## src/rtl/mux2_rr_arbiter.sv

```systemverilog
// Round-robin owner of a shared 2:1 mux with per-grant burst limit; 1-cycle arbitration, stalls on out_ready_i low.
// Define ARB_FIXED_PRIO_EN to resolve idle ties in favour of ch0 instead of round-robin.
module mux2_rr_arbiter #(
  parameter int DATA_W    = 8,
  parameter int MAX_BURST = 4
) (
  input  logic              clk_i,
  input  logic              rst_i,
  input  logic              req0_i,
  input  logic              req1_i,
  input  logic [DATA_W-1:0] data0_i,
  input  logic [DATA_W-1:0] data1_i,
  input  logic              out_ready_i,
  output logic              gnt0_o,
  output logic              gnt1_o,
  output logic              ack0_o,
  output logic              ack1_o,
  output logic              sel_o,
  output logic              out_valid_o,
  output logic [DATA_W-1:0] out_data_o,
  output logic              busy_o
);

  localparam int CW = $clog2(MAX_BURST + 1);
  localparam logic [CW-1:0] LIMIT = CW'(MAX_BURST - 1);

  typedef enum logic [1:0] {S_IDLE, S_GNT0, S_GNT1} state_t;

  state_t        state_q, state_d;
  logic          sel_q, sel_d;
  logic          last_q, last_d;
  logic [CW-1:0] cnt_q, cnt_d;
  logic          tie_pick;
  logic          own_req, oth_req, xfer;
  logic          grant, pick;

`ifdef ARB_FIXED_PRIO_EN
  assign tie_pick = 1'b0;
`else
  assign tie_pick = ~last_q;
`endif

  assign gnt0_o      = (state_q == S_GNT0);
  assign gnt1_o      = (state_q == S_GNT1);
  assign busy_o      = gnt0_o | gnt1_o;
  assign sel_o       = sel_q;
  assign out_data_o  = sel_q ? data1_i : data0_i;
  assign out_valid_o = (gnt0_o & req0_i) | (gnt1_o & req1_i);
  assign ack0_o      = gnt0_o & req0_i & out_ready_i;
  assign ack1_o      = gnt1_o & req1_i & out_ready_i;

  // Only meaningful while a grant is held; sel_q then names the owner.
  assign own_req = gnt0_o ? req0_i : req1_i;
  assign oth_req = gnt0_o ? req1_i : req0_i;
  assign xfer    = ack0_o | ack1_o;

  always_comb begin
    state_d = state_q;
    sel_d   = sel_q;
    last_d  = last_q;
    cnt_d   = cnt_q;
    grant   = 1'b0;
    pick    = 1'b0;
    case (state_q)
      S_IDLE: begin
        if (req0_i | req1_i) begin
          grant = 1'b1;
          pick  = (req0_i & req1_i) ? tie_pick : req1_i;
        end
      end
      S_GNT0, S_GNT1: begin
        if (!own_req) begin
          if (oth_req) begin
            grant = 1'b1;
            pick  = ~sel_q;
          end else begin
            state_d = S_IDLE;
          end
        end else if (xfer) begin
          if (cnt_q == LIMIT) begin
            // Limit beat: hand over if the other side waits, else extend with a fresh count.
            cnt_d = '0;
            if (oth_req) begin
              grant = 1'b1;
              pick  = ~sel_q;
            end
          end else begin
            cnt_d = cnt_q + 1'b1;
          end
        end
      end
      default: state_d = S_IDLE;
    endcase
    if (grant) begin
      state_d = pick ? S_GNT1 : S_GNT0;
      sel_d   = pick;
      last_d  = pick;
      cnt_d   = '0;
    end
  end

  always_ff @(posedge clk_i) begin
    if (rst_i) begin
      state_q <= S_IDLE;
      sel_q   <= 1'b0;
      last_q  <= 1'b1;
      cnt_q   <= '0;
    end else begin
      state_q <= state_d;
      sel_q   <= sel_d;
      last_q  <= last_d;
      cnt_q   <= cnt_d;
    end
  end

endmodule
```

## config.mk

```make
export PLATFORM = sky130hd
export DESIGN_NAME = mux2_rr_arbiter
export DESIGN_NICKNAME = d
export VERILOG_FILES = /design/src/rtl/mux2_rr_arbiter.sv
export SDC_FILE = /design/constraint.sdc
export NUM_CORES = 1
export LEC_CHECK = 0
export BUFFER_PORTS_ARGS = -buffer_cell sky130_fd_sc_hd__buf_2
export CAP_MARGIN = 20
export CELL_PAD_IN_SITES_DETAIL_PLACEMENT = 2
export CELL_PAD_IN_SITES_GLOBAL_PLACEMENT = 2
export CORE_MARGIN = 3
export CORE_UTILIZATION = 25
export CTS_BUF_LIST = sky130_fd_sc_hd__clkbuf_8
export DETAILED_ROUTE_END_ITERATION = 8
export PLACE_DENSITY_LB_ADDON = 0.1
export SYNTH_ARGS = -nofsm -noshare
export SYNTH_HDL_FRONTEND = slang
export SYNTH_SLANG_ARGS = --single-unit
```

## constraint.sdc

```tcl
create_clock -name clk_i -period 2.1 [get_ports clk_i]
set_input_delay 0.21 -clock clk_i [delete_from_list [all_inputs] [get_ports clk_i]]
set_output_delay 0.21 -clock clk_i [all_outputs]
set_load 0.005 [all_outputs]
```

=== After elaboration in Yosys (flattened, before gate mapping) ===
Cells that the tools add are included.
Widths: inputs -> output; s select.

* Register bits: 7
* Input bits: 21
* Output and inout bits: 15
* Logic and storage cells: 49

* $add $sub $neg: 1
* Eq/ne operators: 6
* Mux-type cells: 22
* Bitwise gates (word level): 11
* Reduce and logical (&&, ||, !) cells: 5

{| class="wikitable"
|+ Operators by type and width
! operator !! count
|-
| $mux 1 || 13
|-
| $mux 2 || 4
|-
| $mux 8 || 1
|-
| $ne 3x3->1 const B || 2
|-
| $reduce_and 3->1 || 2
|-
| $and 1x1->1 || 5
|-
| $or 1x1->1 || 4
|-
| $pmux 1 s2 || 2
|-
| $pmux 2 s2 || 1
|-
| $reduce_or 2->1 || 2
|-
| $add 3x1->3 const B || 1
|-
| $eq 3x2->1 const B || 1
|-
| $mux 3 || 1
|-
| $eq 2x1->1 const B || 1
|-
| $eq 2x2->1 const B || 1
|-
| $logic_not 2->1 || 1
|-
| $ne 2x2->1 const B || 1
|-
| $not 1->1 || 2
|}

=== Depth between registers and ports, before layout ===
* Depth in word-level cells: 9
* Gate-level depth with buffers: 6
* Gate-level depth less buffers: 6

=== Worst setup path before layout ===
Ideal clock, no wire load.

* Path kind: register -> register
* Start: register state_q[1]
* End: register last_q
* Arrival time: 1.578 ns
* Data required time: 1.979 ns
* Path slack: 0.400 ns
* Stages on the path, launching flop included: 7
* Path buffers: 0
* Cells stage by stage: dfxtp_1 > inv_1 > ha_1 > mux2i_1 > a31oi_4 > o21ai_4 > mux2_4

* Word-level cells in the longest chain between the ends: 7

{| class="wikitable"
|+ Ends and longest elaborated chain
! item !! line !! text
|-
| start: declaration || 29 || <nowiki>state_t state_q, state_d;</nowiki>
|-
| start signal: assignment || 109 || <nowiki>state_q <= state_d;</nowiki>
|-
| $eq 2x1->1 (*) || 43 || <nowiki>assign gnt0_o = (state_q == S_GNT0);</nowiki>
|-
| net gnt0_o || 14 || <nowiki>output logic gnt0_o,</nowiki>
|-
| $mux 1 / $and 1x1->1 (equally long branches) || 54, 49 ||
|-
| $mux 1 / $and 1x1->1 (equally long branches) || 73, 83, 49 ||
|-
| $mux 1 / $or 1x1->1 (equally long branches) || 80, 55 ||
|-
| $mux 1 || 79 || <nowiki>end else if (xfer) begin</nowiki>
|-
| $mux 1 || 72 || <nowiki>if (!own_req) begin</nowiki>
|-
| $pmux 1 s2 || 64 || <nowiki>case (state_q)</nowiki>
|-
| end signal: assignment || 111 || <nowiki>last_q <= last_d;</nowiki>
|-
| end: declaration || 31 || <nowiki>logic last_q, last_d;</nowiki>
|}

Mark *: on every way through the listed nets, which the timed path passes. The rest lies on a longest branch.
A chain may end at the register's enable or synchronous reset.

=== Final worst setup path ===
* Start: register state_q[1]
* End: register last_q

* Word-level cells in the longest chain between the ends: 7

{| class="wikitable"
|+ Ends and longest elaborated chain
! item !! line !! text
|-
| $eq 2x1->1 / $eq 2x2->1 (equally long branches) || 43, 64, 44 ||
|-
| $mux 1, or another cell as far along || 54 || <nowiki>assign oth_req = gnt0_o ? req1_i : req0_i;</nowiki>
|-
| $mux 1, or another cell as far along || 73, 83 ||
|-
| $mux 1 / $or 1x1->1 (equally long branches) || 80, 55 ||
|-
| $mux 1 || 79 ||
|-
| $mux 1 || 72 ||
|-
| $pmux 1 s2 || 64 ||
|}

Several ways; a longest one is shown, not always the timed one.

==> run metrics <==
unrepaired setup endpoints after global routing=false; mean post-synth cell area=10.4 um^2; largest net degree at the start of global routing=12; first-pass iteration count of the detailed router=4; cell depth of the worst min-delay path=2; Critical Path Source Type=register; residual antenna-violating net count after detailed routing=0; number of distinct library cells after synthesis=30; Port Buf Inserts=35; data required time at the worst endpoint=2.22 ns; I/O Pins=36; count of cells resized by post-cts repair=0; power dissipated by switching net loads=0.363 mW; gr busiest metal=met2; Worst Reg2Reg Path Length in Cells=6; Post-Route WL=1810 um; FF+latch count, synth=7; Max Slew Vio Count=0; Worst Path Class, Setup=register to register; core area=2280 um^2; number of antenna violations at the first check in global routing=0; worst flop-to-flop path endpoint=last_q; die span in y=55.9 um; Area growth syn-to-layout=40.2%; Worst IR Drop VDD=0.439 mV; number of max-cap violations=0; CTS tree=done; power density relative to cell area=1040 nW/um^2; DR iter-0 viols=1; via count=609; final weighted congestion in routability-driven placement=0.763; met2 track demand over resource=22.3%; global-route congestion overflow total=0; initial core utilization=27.3%; register share of total power=23.4%; worst min-delay path startpoint=rst_i; Die X-Extent=55.9 um; maximum achievable frequency=549 MHz; Skew-Pair Late Insertion Delay=0.23 ns; Wirelength per Cell=14.4 um; CTS H-tree depth=1; number of cells produced by synthesis=60; register-to-register setup slack=0.28 ns; end of the worst hold path=state_q[1]; Syn Nets=86; leak pwr=0.412 nW; total internal power=0.547 mW; result of the run=completed; clock transition time at the flip-flop clock pins of the worst setup and hold paths=0.04 ns; Post-CTS Repair Setup Buffers=0; data arrival time at the worst-slack endpoint=1.94 ns; number of hold buffers added after cts=0; Seq/Total Area, Yosys=22.5%; number of DRC violations after detailed routing=0; antenna diode count=0; post-detailed-route via-to-cell ratio=4.83; Site Rows=17; class of the tightest hold or removal check=input port to register; tightest hold margin=0.247 ns; worst-case headroom to the max-slew limit=71.0%; grt met3 use=3.02%; beginning of the worst register-to-register path=state_q[1]; TritonCTS sink count=7; layout cell share with drive strength beyond 1=48.0%; Final Cycle Share=86.7%; cell area after synthesis=622 um^2; met1 Track Usage GR=14.5%; clock tree skew after final layout=0.00197 ns; combinational power share=56.2%; Worst Setup End Kind=register; most common library cell in the layout ignoring fill and taps=sky130_fd_sc_hd__buf_2; Worst Tran Pin Value=0.435 ns; number of buffers created by CTS=3; peak fanout along the critical path=5; area fraction of the dominant cell type after synthesis=22.5%; switching share of total power=39.9%; leading area contributor after synthesis=sky130_fd_sc_hd__dfxtp_1; number of global-route vias before repair=661; number of setup violations in the final report=0; root cell of the clock tree=sky130_fd_sc_hd__clkbuf_8; die area=3120 um^2; portion of total power attributed to the clock network=20.4%; half-perimeter wire length after placement=1560 um; nets=125; All-Layer GR Usage=12.8%; Final Critical Period=1.82 ns; count of final hold-check violations=0; accumulated negative setup slack=0 ns; number of warnings issued by yosys=0; most used cells in the layout excluding fill and tap cells=sky130_fd_sc_hd__buf_2 (35), sky130_fd_sc_hd__mux2_1 (8), sky130_fd_sc_hd__dfxtp_1 (7); cell types occupying the most area after synthesis=sky130_fd_sc_hd__dfxtp_1 (23%), sky130_fd_sc_hd__mux2_1 (14%), sky130_fd_sc_hd__ha_1 (10%); wire length of the first global-routing pass=3150 um; deepest clock path buffer count=2
-- final cells by class --
cell class | instances | area [um^2]
fillers | 265 | 1400
multi-input cells | 47 | 458
repair buffers | 35 | 175
flip-flops and latches | 7 | 140
clock buffers | 3 | 41.3
well taps | 28 | 35.0
inverters | 5 | 18.8
clock inverters | 1 | 3.75
-- stage by stage --
| step | std cells | instance area (um^2) | setup slack (ns) | utilization, % | total power, mW |
|---|---|---|---|---|---|
| 2_1_floorplan | 60 | 622 | 0.400 | - | 0.564 |
| 3_3_place_gp | 122 | 827 | 0.290 | 36.3 | 0.737 |
| 3_5_place_dp | 122 | 827 | 0.270 | 36.3 | 0.736 |
| 4_1_cts | 126 | 872 | 0.251 | 38.3 | 0.933 |
| 5_1_grt | 126 | 872 | 0.110 | 38.3 | 0.998 |
| 6_report | 126 | 872 | 0.279 | 38.3 | 0.910 |
-- cell families after synthesis --
logic type / after synthesis / synth area share [%]
adders and majority gates: 5 / 10.1
muxes: 14 / 24.9
AOI/OAI and AO/OA: 12 / 20.3
buffers and inverters: 6 / 3.82
and+or+nand+nor: 16 / 18.3
DFF: 7 / 22.5
-- sequential cells by signal, summed over array words and instances, names as in the netlist --
| register | cells |
|---|---|
| cnt_q | 3 |
| sel_o | 1 |
| state_q | 2 |
| last_q | 1 |
-- worst max-delay path, cell delays in order, from the launching register on --
cell                      delay (ns)
sky130_fd_sc_hd__dfxtp_1        0.33
sky130_fd_sc_hd__inv_1          0.09
sky130_fd_sc_hd__ha_1           0.27
sky130_fd_sc_hd__mux2i_1        0.34
sky130_fd_sc_hd__a31oi_4        0.09
sky130_fd_sc_hd__o21ai_4        0.26
sky130_fd_sc_hd__mux2_4         0.32
-- cell usage after synthesis --
cell type and instances:
sky130_fd_sc_hd__o22a_1 1, sky130_fd_sc_hd__o21ai_4 1, sky130_fd_sc_hd__a21oi_1 2, sky130_fd_sc_hd__and3_2 1
sky130_fd_sc_hd__a31oi_4 1, sky130_fd_sc_hd__dfxtp_1 7, sky130_fd_sc_hd__and3_1 1, sky130_fd_sc_hd__and2b_1 1
sky130_fd_sc_hd__and4b_4 1, sky130_fd_sc_hd__or3_1 1, sky130_fd_sc_hd__o311ai_1 1, sky130_fd_sc_hd__nand3b_4 1
sky130_fd_sc_hd__a2111oi_2 1, sky130_fd_sc_hd__mux2_4 1, sky130_fd_sc_hd__nor2b_1 1, sky130_fd_sc_hd__o2111ai_1 1
sky130_fd_sc_hd__buf_2 1, sky130_fd_sc_hd__o21ai_1 1, sky130_fd_sc_hd__nor3_1 2, sky130_fd_sc_hd__nand2b_1 2
sky130_fd_sc_hd__nor2_1 1, sky130_fd_sc_hd__or2_2 1, sky130_fd_sc_hd__mux2_1 8, sky130_fd_sc_hd__inv_1 5
sky130_fd_sc_hd__nand2_1 1, sky130_fd_sc_hd__ha_1 5, sky130_fd_sc_hd__o211ai_1 2, sky130_fd_sc_hd__a22o_4 1
sky130_fd_sc_hd__nand3_1 2, sky130_fd_sc_hd__mux2i_1 5
-- worst max path at each step --
stage / from / end / slack (ns) / depth (start not counted)
2_1_floorplan: state_q[1] / last_q / 0.40 / 6
3_3_place_gp: state_q[0] / last_q / 0.29 / 5
3_5_place_dp: state_q[1] / last_q / 0.27 / 6
4_1_cts: state_q[1] / last_q / 0.25 / 6
5_1_grt: state_q[1] / last_q / 0.11 / 6
6_report: state_q[1] / last_q / 0.28 / 6
-- per-layer routing --
metal	up-vias	part of all wire (%)
met1	293	42
met2	13	52
met5	-	0
li1	299	-
met4	0	1.4
met3	4	4.6
-- power by group through the flow --
| stage | Combinational [mW] | Clock (mW) | Sequential (mW) |
|---|---|---|---|
| floorplan | 0.378 | 0 | 0.186 |
| global placement | 0.521 | 0 | 0.216 |
| detailed placement | 0.519 | 0 | 0.217 |
| CTS | 0.524 | 0.194 | 0.215 |
| global route | 0.572 | 0.202 | 0.224 |
| finish | 0.511 | 0.186 | 0.213 |
Power figures use the tool's default switching activity.
